File: config.mk
export PLATFORM = sky130hd
export DESIGN_NAME = uart_tx_queue
export DESIGN_NICKNAME = d
export VERILOG_FILES = /design/src/rtl/uart_tx_queue.sv
export SDC_FILE = /design/constraint.sdc
export NUM_CORES = 1
export LEC_CHECK = 0
export BUFFER_PORTS_ARGS = -buffer_cell sky130_fd_sc_hd__buf_2
export CORE_UTILIZATION = 40
export CTS_CLUSTER_SIZE = 24
export DETAILED_ROUTE_END_ITERATION = 16
export GPL_ROUTABILITY_DRIVEN = 0
export PLACE_DENSITY_LB_ADDON = 0.12
export SETUP_SLACK_MARGIN = 0.3
export SYNTH_ARGS = -nofsm -noshare
export SYNTH_HDL_FRONTEND = slang
export SYNTH_SLANG_ARGS = --single-unit
File: constraint.sdc
create_clock -name clk -period 4.05 [get_ports clk]
set_input_delay 0.2025 -clock clk [delete_from_list [all_inputs] [get_ports clk]]
set_output_delay 0.2025 -clock clk [all_outputs]
set_load 0.02 [all_outputs]
File: src/rtl/uart_tx_queue.sv
// Byte FIFO feeding UART_duplex: queues bus writes and launches one byte per UART frame,
// handshaking on uart_busy rise/fall with a bounded wait for the rise.
module uart_tx_queue #(
    parameter int unsigned DEPTH         = 16,
    parameter int unsigned START_TIMEOUT = 8
) (
    input  logic                     clk,
    input  logic                     rst,
    input  logic                     wr_en,
    input  logic [7:0]               wr_data,
    input  logic                     flush,
    input  logic                     uart_busy,
    output logic                     tx_send,
    output logic [7:0]               tx_data,
    output logic                     full,
    output logic                     empty,
    output logic [$clog2(DEPTH):0]   level,
    output logic                     overflow,
    input  logic                     overflow_clr
);

    localparam int unsigned AddrW  = $clog2(DEPTH);
    localparam int unsigned LevelW = AddrW + 1;
    localparam int unsigned TimerW = (START_TIMEOUT > 1) ? $clog2(START_TIMEOUT) : 1;

    localparam logic [LevelW-1:0] FullLevel = LevelW'(DEPTH);
    localparam logic [TimerW-1:0] TimerLast = TimerW'(START_TIMEOUT - 1);

    localparam logic [1:0] StIdle      = 2'd0;
    localparam logic [1:0] StLaunch    = 2'd1;
    localparam logic [1:0] StWaitStart = 2'd2;
    localparam logic [1:0] StWaitDone  = 2'd3;

    logic [7:0]        mem_q [DEPTH];
    logic [AddrW-1:0]  wr_ptr_q, wr_ptr_d;
    logic [AddrW-1:0]  rd_ptr_q, rd_ptr_d;
    logic [LevelW-1:0] level_q, level_d;
    logic              overflow_q, overflow_d;
    logic [7:0]        tx_data_q, tx_data_d;
    logic [1:0]        state_q, state_d;
    logic [TimerW-1:0] timer_q, timer_d;

    logic push;
    logic pop;
    logic ovf_set;

    assign full  = (level_q == FullLevel);
    assign empty = (level_q == '0);
    assign level = level_q;

    // full is the registered value, so a push on a pop edge is still refused when full.
    assign push    = wr_en & ~full & ~flush;
    assign ovf_set = wr_en & full & ~flush;
    assign pop     = (state_q == StIdle) & ~empty & ~uart_busy & ~flush;

    always_comb begin
        wr_ptr_d = wr_ptr_q;
        if (push) begin
            wr_ptr_d = wr_ptr_q + 1'b1;
        end
    end

    always_comb begin
        rd_ptr_d = rd_ptr_q;
        if (flush) begin
            rd_ptr_d = wr_ptr_q;
        end else if (pop) begin
            rd_ptr_d = rd_ptr_q + 1'b1;
        end
    end

    always_comb begin
        level_d = level_q;
        if (flush) begin
            level_d = '0;
        end else begin
            case ({push, pop})
                2'b10:   level_d = level_q + 1'b1;
                2'b01:   level_d = level_q - 1'b1;
                default: level_d = level_q;
            endcase
        end
    end

    always_comb begin
        overflow_d = overflow_q;
        if (ovf_set) begin
            overflow_d = 1'b1;
        end else if (overflow_clr) begin
            overflow_d = 1'b0;
        end
    end

    always_comb begin
        tx_data_d = tx_data_q;
        if (pop) begin
            tx_data_d = mem_q[rd_ptr_q];
        end
    end

    always_comb begin
        state_d = state_q;
        timer_d = timer_q;
        case (state_q)
            StIdle: begin
                if (pop) begin
                    state_d = StLaunch;
                end
            end
            StLaunch: begin
                timer_d = '0;
                state_d = StWaitStart;
            end
            StWaitStart: begin
                if (uart_busy) begin
                    state_d = StWaitDone;
                end else if (timer_q == TimerLast) begin
                    // UART never acknowledged; the byte is dropped.
                    state_d = StIdle;
                end else begin
                    timer_d = timer_q + 1'b1;
                end
            end
            StWaitDone: begin
                if (!uart_busy) begin
                    state_d = StIdle;
                end
            end
            default: state_d = StIdle;
        endcase
    end

    assign tx_send = (state_q == StLaunch);
    assign tx_data = tx_data_q;
    assign overflow = overflow_q;

    // Storage has no reset; only the pointers define what is valid.
    always_ff @(posedge clk) begin
        if (push) begin
            mem_q[wr_ptr_q] <= wr_data;
        end
    end

    always_ff @(posedge clk or posedge rst) begin
        if (rst) begin
            wr_ptr_q   <= '0;
            rd_ptr_q   <= '0;
            level_q    <= '0;
            overflow_q <= 1'b0;
            tx_data_q  <= 8'h00;
            state_q    <= StIdle;
            timer_q    <= '0;
        end else begin
            wr_ptr_q   <= wr_ptr_d;
            rd_ptr_q   <= rd_ptr_d;
            level_q    <= level_d;
            overflow_q <= overflow_d;
            tx_data_q  <= tx_data_d;
            state_q    <= state_d;
            timer_q    <= timer_d;
        end
    end

endmodule

Yosys cells after proc, flatten, opt, wreduce, memory -nomap -nowiden. Memory sizes are Yosys's and may differ from the RTL's. A register that Yosys moved wholly into a read port is not among the register bits. Cells that the tools add are included.

Add/sub/neg operators: 5. Equal/unequal tests: 12. Multiplexer cells: 16. Bitwise gates (word level): 11. Reductions and logical operators: 8.

Operators with widths (count): one-hot mux 5 bit (2 select lines) (1); adder 4 x 1 -> 4 bit, second input constant (2); 2-to-1 mux 2 bit (4); 2-to-1 mux 4 bit (2); inequality test 2 bit, second input constant (4); one-hot mux 2 bit (4 select lines) (1); bitwise AND 1 bit (7); == test 2 bit, second input constant (3); 2-to-1 mux 3 bit (2); one-hot mux 3 bit (2 select lines) (1); AND reduction 3 bit (2); nonzero test 2 bit (3); adder 5 x 1 -> 5 bit, second input constant (1); == test 5 bit, second input constant (1); logical NOT 5 bit (1); 2-to-1 mux 5 bit (1); subtractor 5 x 1 -> 5 bit, second input constant (1); == test 2 x 1 -> 1 bit, second input constant (2); 2-to-1 mux 1 bit (4); inverter 1 bit (4); adder 3 x 1 -> 3 bit, second input constant (1); == test 3 bit, second input constant (1); inequality test 3 bit, second input constant (1); nonzero test 3 bit (1); logical NOT 2 bit (1).

Flip-flop bits (word level): 19. Bits in writable memories: 128. Input bits: 14. Output and inout bits: 17. Word-level logic and storage cells: 59. Memories: 1.

Memory list: mem_q (words 16, width 8, rd ports 1, clocked after memory_dff 1, write ports 1, line 34) `logic [7:0] mem_q [DEPTH];`.

Logic depth before layout (Yosys ltp). Gate-level depths: netlist of the first run.

Depth after elaboration: 8. Depth in mapped cells: 11. Depth with buffers taken out: 10.

Least setup slack after synthesis of the first run. No wires, ideal clock.

Path type: reg2reg. Start point: register level_q[0] (netlist: level[0]). End point: register level_q[4] (netlist: level[4]). Library setup time: 152 ps. Arrival time: 2765 ps. Data required time: 3898 ps. Slack: 1133 ps. Stages on the path, launching flop included: 11. Path buffers: 1. Clock period less this slack: 2917 ps. Cell sequence: dfrtp_1 > nor4_1 > a21oi_2 > clkbuf_1 > nor2_1 > inv_1 > fa_1 > nand2b_1 > o2bb2ai_1 > a311oi_1 > o311ai_0.

Longest elaborated chain between the ends: 8. Elaborated cells on any way between the ends: 16. Classes of those cells: 2 x add/sub; 3 x eq/ne; 2 x mux; 7 x bitwise; 2 x reduce/logical.

RTL lines: start, declared (line 37) `logic [LevelW-1:0] level_q, level_d;`; start signal, assigned (line 156) `level_q <= level_d;`; logical NOT 5 bit (line 48) `assign empty = (level_q == '0);`; inverter 1 bit (line 54) `assign pop = (state_q == StIdle) & ~empty & ~uart_busy & ~flush;`; bitwise AND 1 bit (3 in a row) (line 54); == test 2 x 1 -> 1 bit or == test 2 bit (tied branches) (line 77) `case ({push, pop})`; one-hot mux 5 bit (2 select lines) (line 77); 2-to-1 mux 5 bit (line 74) `if (flush) begin`.

Several ways; a longest one is shown, not always the timed one. A chain may end at the register's enable or synchronous reset.

Final worst setup path of the first run. Same ends and word-level chain as after synthesis.

==> impl_summary.txt, run 1 <==
----------------------------------------------------
[Critical path]
  Stage delay of the slowest cell on the critical path ... 0.60 ns
  Data required time at the worst endpoint ... 4.33 ns
  Maximum fanout count along the critical path ... 15
  Kind of cell adding the most delay to the critical path ... simple AND/OR/NAND/NOR gates
  Crit Path Class ... reg -> reg
  Critical Path Slowest Stage Cell ... nor4_1
  Worst path buffer plus inverter count ... 2
  Endpoint arrival time on the critical path ... 3.36 ns
  Cells along the critical path ... nor4_1, a21oi_2, buf_4, nor2_1, inv_1, fa_1, nand2b_1, o2bb2ai_1, a311oi_1, o311ai_0
  Launching element type of the critical path ... flop
  Kind of end point of the critical path ... flop

[Status]
  Status ... finished, final reports clean

[Final layout]
  Number of diodes added for antenna fixing ... 0
  Filler Cells Inserted ... 1299
  Post-layout nets ... 424
  Combined area of the multi-input logic cells ... 0.00173 mm²
  Most common library cell in the layout ignoring fill and taps ... edfxtp_1
  Area growth from synthesis to final layout ... 15.9%
  Final standard cell utilization of the core ... 47.9%
  Leading cell types in the layout, fill and taps excluded ... 128 x edfxtp_1, 32 x mux4_2, 30 x buf_2
  FF+latch area ... 0.00452 mm²
  Share of cells above drive strength 1 ... 27.7%
  Count of placed standard cells in the final layout, fillers left out ... 623

[Clocking]
  Number of cells upsized or downsized after cts ... 0
  Source-to-sink clock delay at the later pin of the worst-skew pair ... 0.42 ns
  Clock tree from TritonCTS ... built
  CTS buffer count ... 17
  TritonCTS sink count ... 155
  Number of hold-repair buffers added at the cts stage ... 1
  Number of post-CTS setup repair buffers ... 0
  Root buffer cell ... clkbuf_16
  CTS clock-pin slew for the worst setup and hold paths ... 0.06 ns
  CTS H-tree lvls ... 4
  CTS max path bufs ... 2

[Drt]
  Starting DRT DRC Count ... 205
  Drt first pass iters ... 5
  Detailed-route vias per instance ... 5.34
  Residual DRC ... 0
  Routed length per placed instance ... 20.7 µm
  Total vias in the final route ... 3326
  Wirelength, routed ... 12900 µm
  Number of nets with antenna violations after routing ... 0

[Logic synthesis]
  Number of different library cells in the post-synthesis netlist ... 39
  Post-Syn Instances ... 359
  Number of flip-flops and latches in the synthesized netlist ... 155
  Netlist area before placement ... 0.00636 mm²
  Number of enable flip-flop cells after synthesis ... 128
  Average cell area after synthesis ... 17.7 µm²
  Async set-or-reset flop fraction in the synthesized netlist ... 17.4%
  Syn Nets ... 384
  Ys flop type ... edfxtp_1
  Portion of the post-synthesis area used by sequential elements ... 71.1%
  Yosys warning total ... 0

[Global routing]
  Antenna violations before repair ... 1
  Via count of the first global-routing pass ... 3325
  Overflow left after global routing ... 0
  Global-route wire length before repair ... 19800 µm
  Largest net degree at the start of global routing ... 35
  Overall routing resource usage ... 17.3%

[Die]
  Initial Util ... 41.4%
  Width of the chip ... 128 µm
  Num rows ... 45
  Y dimension of the die ... 128 µm
  Total Die Area ... 0.0164 mm²
  Core area ... 0.0154 mm²
  Number of placed I/O pins ... 31

[Power]
  Leakage ... 2.54 nW
  Power density of the placed cells ... 675 mW/mm²
  Largest vdd supply drop ... 0.000342 V

[Timing]
  Highest Clock Rate ... 325 MHz
  Number of endpoints failing setup at the final stage ... 0
  Period minus WS final ... 3.08 ns
  Post-route setup TNS ... 0 ns
  Final Hold Violating Endpoints ... 0
  Setup repair after global routing missed its margin ... false
  Transition time at the pin with the least slew margin ... 1.10 ns
  Clock Skews ... 0.00673 ns
  Final worst path period share ... 76.0%
  Smallest setup slack after layout ... 0.972 ns
  Final Hold Slack ... 0.0480 ns
  Final Max Tran Viols ... 0
  Worst slew slack as a fraction of its limit ... 26.7%

[Placed design]
  Post-detailed-placement half-perimeter wirelength ... 8160 µm
  Worst Setup Slack post-DPL ... 0.970 ns
  Cell count after placement ... 590
  Number of buffer cells added on primary ports ... 30

[Min path]
  Worst Hold Class ... in -> async

[Job]
  # Max-Cap Violations ... 0

----------------------------------------------------
through the flow:
stage / cell area [µm²] / total power [W]
finish: 7370 / 0.00497
global route: 7370 / 0.00521
CTS: 7370 / 0.00503
detailed placement: 6770 / 0.00346
global placement: 6770 / 0.00344
floorplan: 6360 / 0.00304
final cells by class:
type / instances / share of cell area, %
Clock buffer: 17 / 5.77
Inverter: 10 / 0.510
Timing Repair Buffer: 37 / 2.96
Sequential cell: 155 / 61.4
Tap cell: 211 / 3.58
Multi-Input combinational cell: 178 / 23.5
Clock inverter: 15 / 2.26
where the power goes:
| group | internal, W | leakage [nW] | switching (W) | total (W) |
|---|---|---|---|---|
| Sequential | 0.00190 | 1.50 | 0.000258 | 0.00216 |
| Combinational | 0.000598 | 0.758 | 0.000636 | 0.00123 |
| Clock | 0.000920 | 0.286 | 0.000658 | 0.00158 |
final timing paths:
check                                        from                      end  slack [ns]  cells past startpoint
setup / recovery             level[0]$_DFFE_PP0P_     level[4]$_DFFE_PP0P_        0.97                     10
hold / removal                                rst   timer_q[0]$_DFFE_PP0P_        0.05                      2
setup reg to reg             level[0]$_DFFE_PP0P_     level[4]$_DFFE_PP0P_        0.97                     10
hold reg to reg            tx_data[0]$_DFFE_PP0P_   tx_data[0]$_DFFE_PP0P_        0.49                      2
max in group asynchronous                     rst  rd_ptr_q[3]$_DFFE_PP0P_        3.27                      2
min in group clk                        uart_busy   state_q[0]$_DFFE_PP0P_        0.06                      3
state kept, by name, summed over array words and instances (netlist names):
register  cells
rd_ptr_q      4
overflow      1
tx_data       8
wr_ptr_q      4
timer_q       3
state_q       2
level         5
mem_q       128
Yosys cell counts (3+ instances only):
cell type,count,share of area [%]
buf_2,7,0.55
mux4_2,32,11
nor2_1,20,1.2
clkbuf_1,4,0.24
buf_1,4,0.24
a22oi_1,8,0.94
dfrtp_1,27,11
nand3_1,4,0.31
nand2_1,20,1.2
nor4_1,3,0.30
xnor2_1,6,0.83
mux2i_1,10,1.6
xor2_1,3,0.41
mux2_2,7,1.2
nor3_1,9,0.71
ha_1,10,2.0
edfxtp_1,128,60
inv_1,10,0.59
nand2b_1,6,0.59
o21ai_0,19,1.5
metal layers:
| metal | global-route usage (%) | share of wire [%] | vias to the layer above |
|---|---|---|---|
| met4 | 6.71 | 1.9 | 2 |
| li1 | - | - | 1502 |
| met3 | 4.51 | 3.4 | 20 |
| met2 | 28.4 | 49 | 70 |
| met1 | 22.0 | 45 | 1732 |
| met5 | 0 | 0.062 | - |
worst register-to-register path, delay by kind of cell (launching register included):
family	cells	cell delay (ns)
AO/OA/AOI/OAI	4	0.71
adder cells (fa/ha/maj)	1	0.41
buffers and inverters	2	0.32
flip-flops	1	0.46
AND/OR/NAND/NOR	3	1.05
logic make-up (layout without fill, tap and decap cells):
kind of cell,count (synthesis),count (layout),share of synthesized area [%]
flip-flops,155,155,71.1
AND/OR/NAND/NOR,67,67,4.84
multiplexers,49,49,14.1
AO/OA/AOI/OAI,41,41,4.43
buffers and inverters,26,79,1.73
adder cells (fa/ha/maj),11,11,2.28
XOR/XNOR,10,10,1.50
Power figures use the tool's default switching activity.
==> inputs of run 2 (changes only) <==
==> constraint.sdc (replaced) <==
create_clock -name clk -period 3 [get_ports clk]
set_input_delay 0.15 -clock clk [delete_from_list [all_inputs] [get_ports clk]]
set_output_delay 0.15 -clock clk [all_outputs]
set_load 0.02 [all_outputs]
==> run 2 against run 1 <==
  * Design area up 1.0%
  * Routed wire length up 0.66%
  * Combinational power up 39%
  * Register-to-register slack worse by 0.51 ns
  * Utilization up 0.50 points
  * Global-route usage up 0.23 points
  * The run now ends with hold timing left
  * Maximum frequency up 21%
  * First-iteration DRC count down 18%
  * Critical path depth down 1
  * Die area unchanged
==> impl_summary.txt, run 2 (synthesis results as in run 1) <==
----------------------------------------------------
[Power]
  Power density of the placed cells ... 905 mW/mm² (was 675 mW/mm²)
  Final Power ... 0.00674 W (was 0.00497 W)
  Leakage ... 2.57 nW (was 2.54 nW)
  Largest vdd supply drop ... 0.000443 V (was 0.000342 V)

[Final layout]
  Top reg by flops ... mem_q (unchanged)
  Leading cell types in the layout, fill and taps excluded ... 128 x edfxtp_1, 32 x mux4_2, 30 x buf_2 (unchanged)
  Flip-flop count of the largest register, all copies and words added ... 128 (unchanged)
  FF+latch area ... 0.00452 mm² (about the same)
  Count of placed standard cells in the final layout, fillers left out ... 632 (was 623)
  Number of diodes added for antenna fixing ... 0 (unchanged)
  Combined area of the multi-input logic cells ... 0.00176 mm² (was 0.00173 mm²)
  Most common library cell in the layout ignoring fill and taps ... edfxtp_1 (unchanged)
  Area growth from synthesis to final layout ... 17.1% (was 15.9%)
  Filler Cells Inserted ... 1330 (was 1299)
  Share of cells above drive strength 1 ... 29.2% (was 27.7%)
  Post-layout nets ... 433 (was 424)

[Placed design]
  Post-detailed-placement half-perimeter wirelength ... 8350 µm (was 8160 µm)
  Cell count after placement ... 598 (was 590)
  Number of buffer cells added on primary ports ... 30 (unchanged)

[Die]
  Num rows ... 45 (unchanged)
  Core area ... 0.0154 mm² (unchanged)
  Initial Util ... 41.4% (unchanged)
  Width of the chip ... 128 µm (unchanged)
  Y dimension of the die ... 128 µm (unchanged)
  Number of placed I/O pins ... 31 (unchanged)
  Total Die Area ... 0.0164 mm² (unchanged)

[Drt]
  Routed length per placed instance ... 20.5 µm (was 20.7 µm)
  Starting DRT DRC Count ... 168 (was 205)
  Number of nets with antenna violations after routing ... 0 (unchanged)
  Residual DRC ... 0 (unchanged)
  Total vias in the final route ... 3264 (was 3326)
  Detailed-route vias per instance ... 5.16 (was 5.34)
  Wirelength, routed ... 13000 µm (was 12900 µm)
  Drt first pass iters ... 5 (unchanged)

[Critical path]
  Maximum fanout count along the critical path ... 8 (was 15)
  Data required time at the worst endpoint ... 3.28 ns (was 4.33 ns)
  Setup slack of the worst register-to-register path ... 0.46 ns (was 0.97 ns)
  Crit Path Class ... reg -> reg (unchanged)
  Startpoint of the worst register-to-register path ... level[0]$_DFFE_PP0P_ (unchanged)
  Stage delay of the slowest cell on the critical path ... 0.60 ns (about the same)
  FF-to-FF End ... level[4]$_DFFE_PP0P_ (unchanged)
  Worst path buffer plus inverter count ... 0 (was 2)
  Endpoint arrival time on the critical path ... 2.82 ns (was 3.36 ns)
  Critical Path Slowest Stage Cell ... or4_4 (was nor4_1)
  Cells along the critical path ... or4_4, o211ai_4, nor2_2, ha_1, nand2b_1, o2bb2ai_2, nor4_1, a311oi_1, o311ai_1 (was nor4_1, a21oi_2, buf_4, nor2_1, inv_1, fa_1, nand2b_1, o2bb2ai_1, a311oi_1, o311ai_0)
  Launching element type of the critical path ... flop (unchanged)
  Depth of the worst register-to-register path ... 9 (was 10)
  Kind of end point of the critical path ... flop (unchanged)
  Kind of cell adding the most delay to the critical path ... simple AND/OR/NAND/NOR gates (unchanged)

[Timing]
  Final Max Tran Viols ... 0 (unchanged)
  Final Hold Slack ... -0.0119 ns (was 0.0480 ns)
  Clock Skews ... 0.0148 ns (was 0.00673 ns)
  Number of endpoints failing setup at the final stage ... 0 (unchanged)
  Period minus WS final ... 2.54 ns (was 3.08 ns)
  Final Hold Violating Endpoints ... 8 (was 0)
  Final worst path period share ... 84.6% (was 76.0%)
  Post-route setup TNS ... 0 ns (unchanged)
  Worst slew slack as a fraction of its limit ... 20.5% (was 26.7%)
  Transition time at the pin with the least slew margin ... 1.19 ns (was 1.10 ns)
  Highest Clock Rate ... 394 MHz (was 325 MHz)
  Setup repair after global routing missed its margin ... false (unchanged)

[Job]
  # Max-Cap Violations ... 0 (unchanged)

[Clocking]
  CTS max path bufs ... 2 (unchanged)
  Root buffer cell ... clkbuf_16 (unchanged)
  Clock tree from TritonCTS ... built (unchanged)
  CTS buffer count ... 17 (unchanged)
  CTS clock-pin slew for the worst setup and hold paths ... 0.06 ns (about the same)
  TritonCTS sink count ... 155 (unchanged)
  Source-to-sink clock delay at the later pin of the worst-skew pair ... 0.43 ns (was 0.42 ns)
  CTS H-tree lvls ... 4 (unchanged)

[Global routing]
  Met3 Usage GRT ... 4.13% (was 4.51%)
  Most Crowded Layer GR ... met2 (unchanged)
  Global-route wire length before repair ... 19900 µm (was 19800 µm)
  Met1 layer usage reported by global route ... 23.9% (was 22.0%)
  Overall routing resource usage ... 17.5% (was 17.3%)
  Overflow left after global routing ... 0 (unchanged)
  Via count of the first global-routing pass ... 3369 (was 3325)
  Antenna violations before repair ... 1 (unchanged)
  Met2 track demand over resource in global routing ... 27.0% (was 28.4%)
  Largest net degree at the start of global routing ... 28 (was 35)

[Status]
  Failing checks ... hold timing
  Status ... finished, violations left (was finished, final reports clean)

[Min path]
  Worst Hold Class ... in -> async (unchanged)

----------------------------------------------------
-- run 2: repair_timing --
item                                    4_1_cts  5_1_grt
resized for setup                             1        1
setup buffers                                 0        0
endpoints found under the setup margin        1        1
hold buffers                                  2        0
endpoints found under the hold margin         2        0
-- run 2: worst reg2reg max path: stages (launching register included) --
cell and delay [ns]:
dfrtp_2 0.47, or4_4 0.61, o211ai_4 0.22, nor2_2 0.09
ha_1 0.34, nand2b_1 0.11, o2bb2ai_2 0.15, nor4_1 0.07
a311oi_1 0.21, o311ai_1 0.14
-- run 2: stage by stage --
| stage | area (µm²) | worst slack [ns] | utilization (%) |
|---|---|---|---|
| final | 7440 | 0.461 | 48.4 |
| after global routing | 7440 | 0.346 | 48.4 |
| after CTS | 7440 | 0.432 | 48.4 |
| after detailed placement | 6830 | 0.264 | 44.4 |
| after global placement | 6830 | 0.453 | 44.4 |
| after floorplan | 6390 | 0.320 | - |
-- run 2: area by class of cell --
| type | count | share of cell area [%] |
|---|---|---|
| inverters | 10 | 0.504 |
| clock inverters | 12 | 2.00 |
| well taps | 211 | 3.55 |
| repair buffers | 46 | 3.70 |
| multi-input cells | 178 | 23.6 |
| clock buffers | 20 | 5.87 |
| flip-flops and latches | 155 | 60.8 |
-- run 2: report_power, final --
| part | total (W) | switching [W] | internal, W |
|---|---|---|---|
| clock | 0.00212 | 0.000821 | 0.00130 |
| combinational | 0.00171 | 0.000876 | 0.000833 |
| sequential | 0.00291 | 0.000334 | 0.00257 |
| total | 0.00674 | 0.00203 | 0.00471 |
-- run 2: worst max-delay path by stage --
stage	from	end	slack (ns)	cells past startpoint
6_report	level[0]$_DFFE_PP0P_	level[4]$_DFFE_PP0P_	0.46	9
3_5_place_dp	state_q[1]$_DFFE_PP0P_	level[4]$_DFFE_PP0P_	0.26	9
3_3_place_gp	state_q[1]$_DFFE_PP0P_	level[4]$_DFFE_PP0P_	0.45	9
5_1_grt	level[0]$_DFFE_PP0P_	level[4]$_DFFE_PP0P_	0.35	9
2_1_floorplan	level[1]$_DFFE_PP0P_	level[4]$_DFFE_PP0P_	0.32	10
4_1_cts	level[1]$_DFFE_PP0P_	level[4]$_DFFE_PP0P_	0.43	9
-- run 2: metal layers --
metal  vias up  routed length [µm]
met5         -                  10
met4         2                 156
met3        14                 362
met2        59                6260
met1      1685                6170
li1       1504                   -
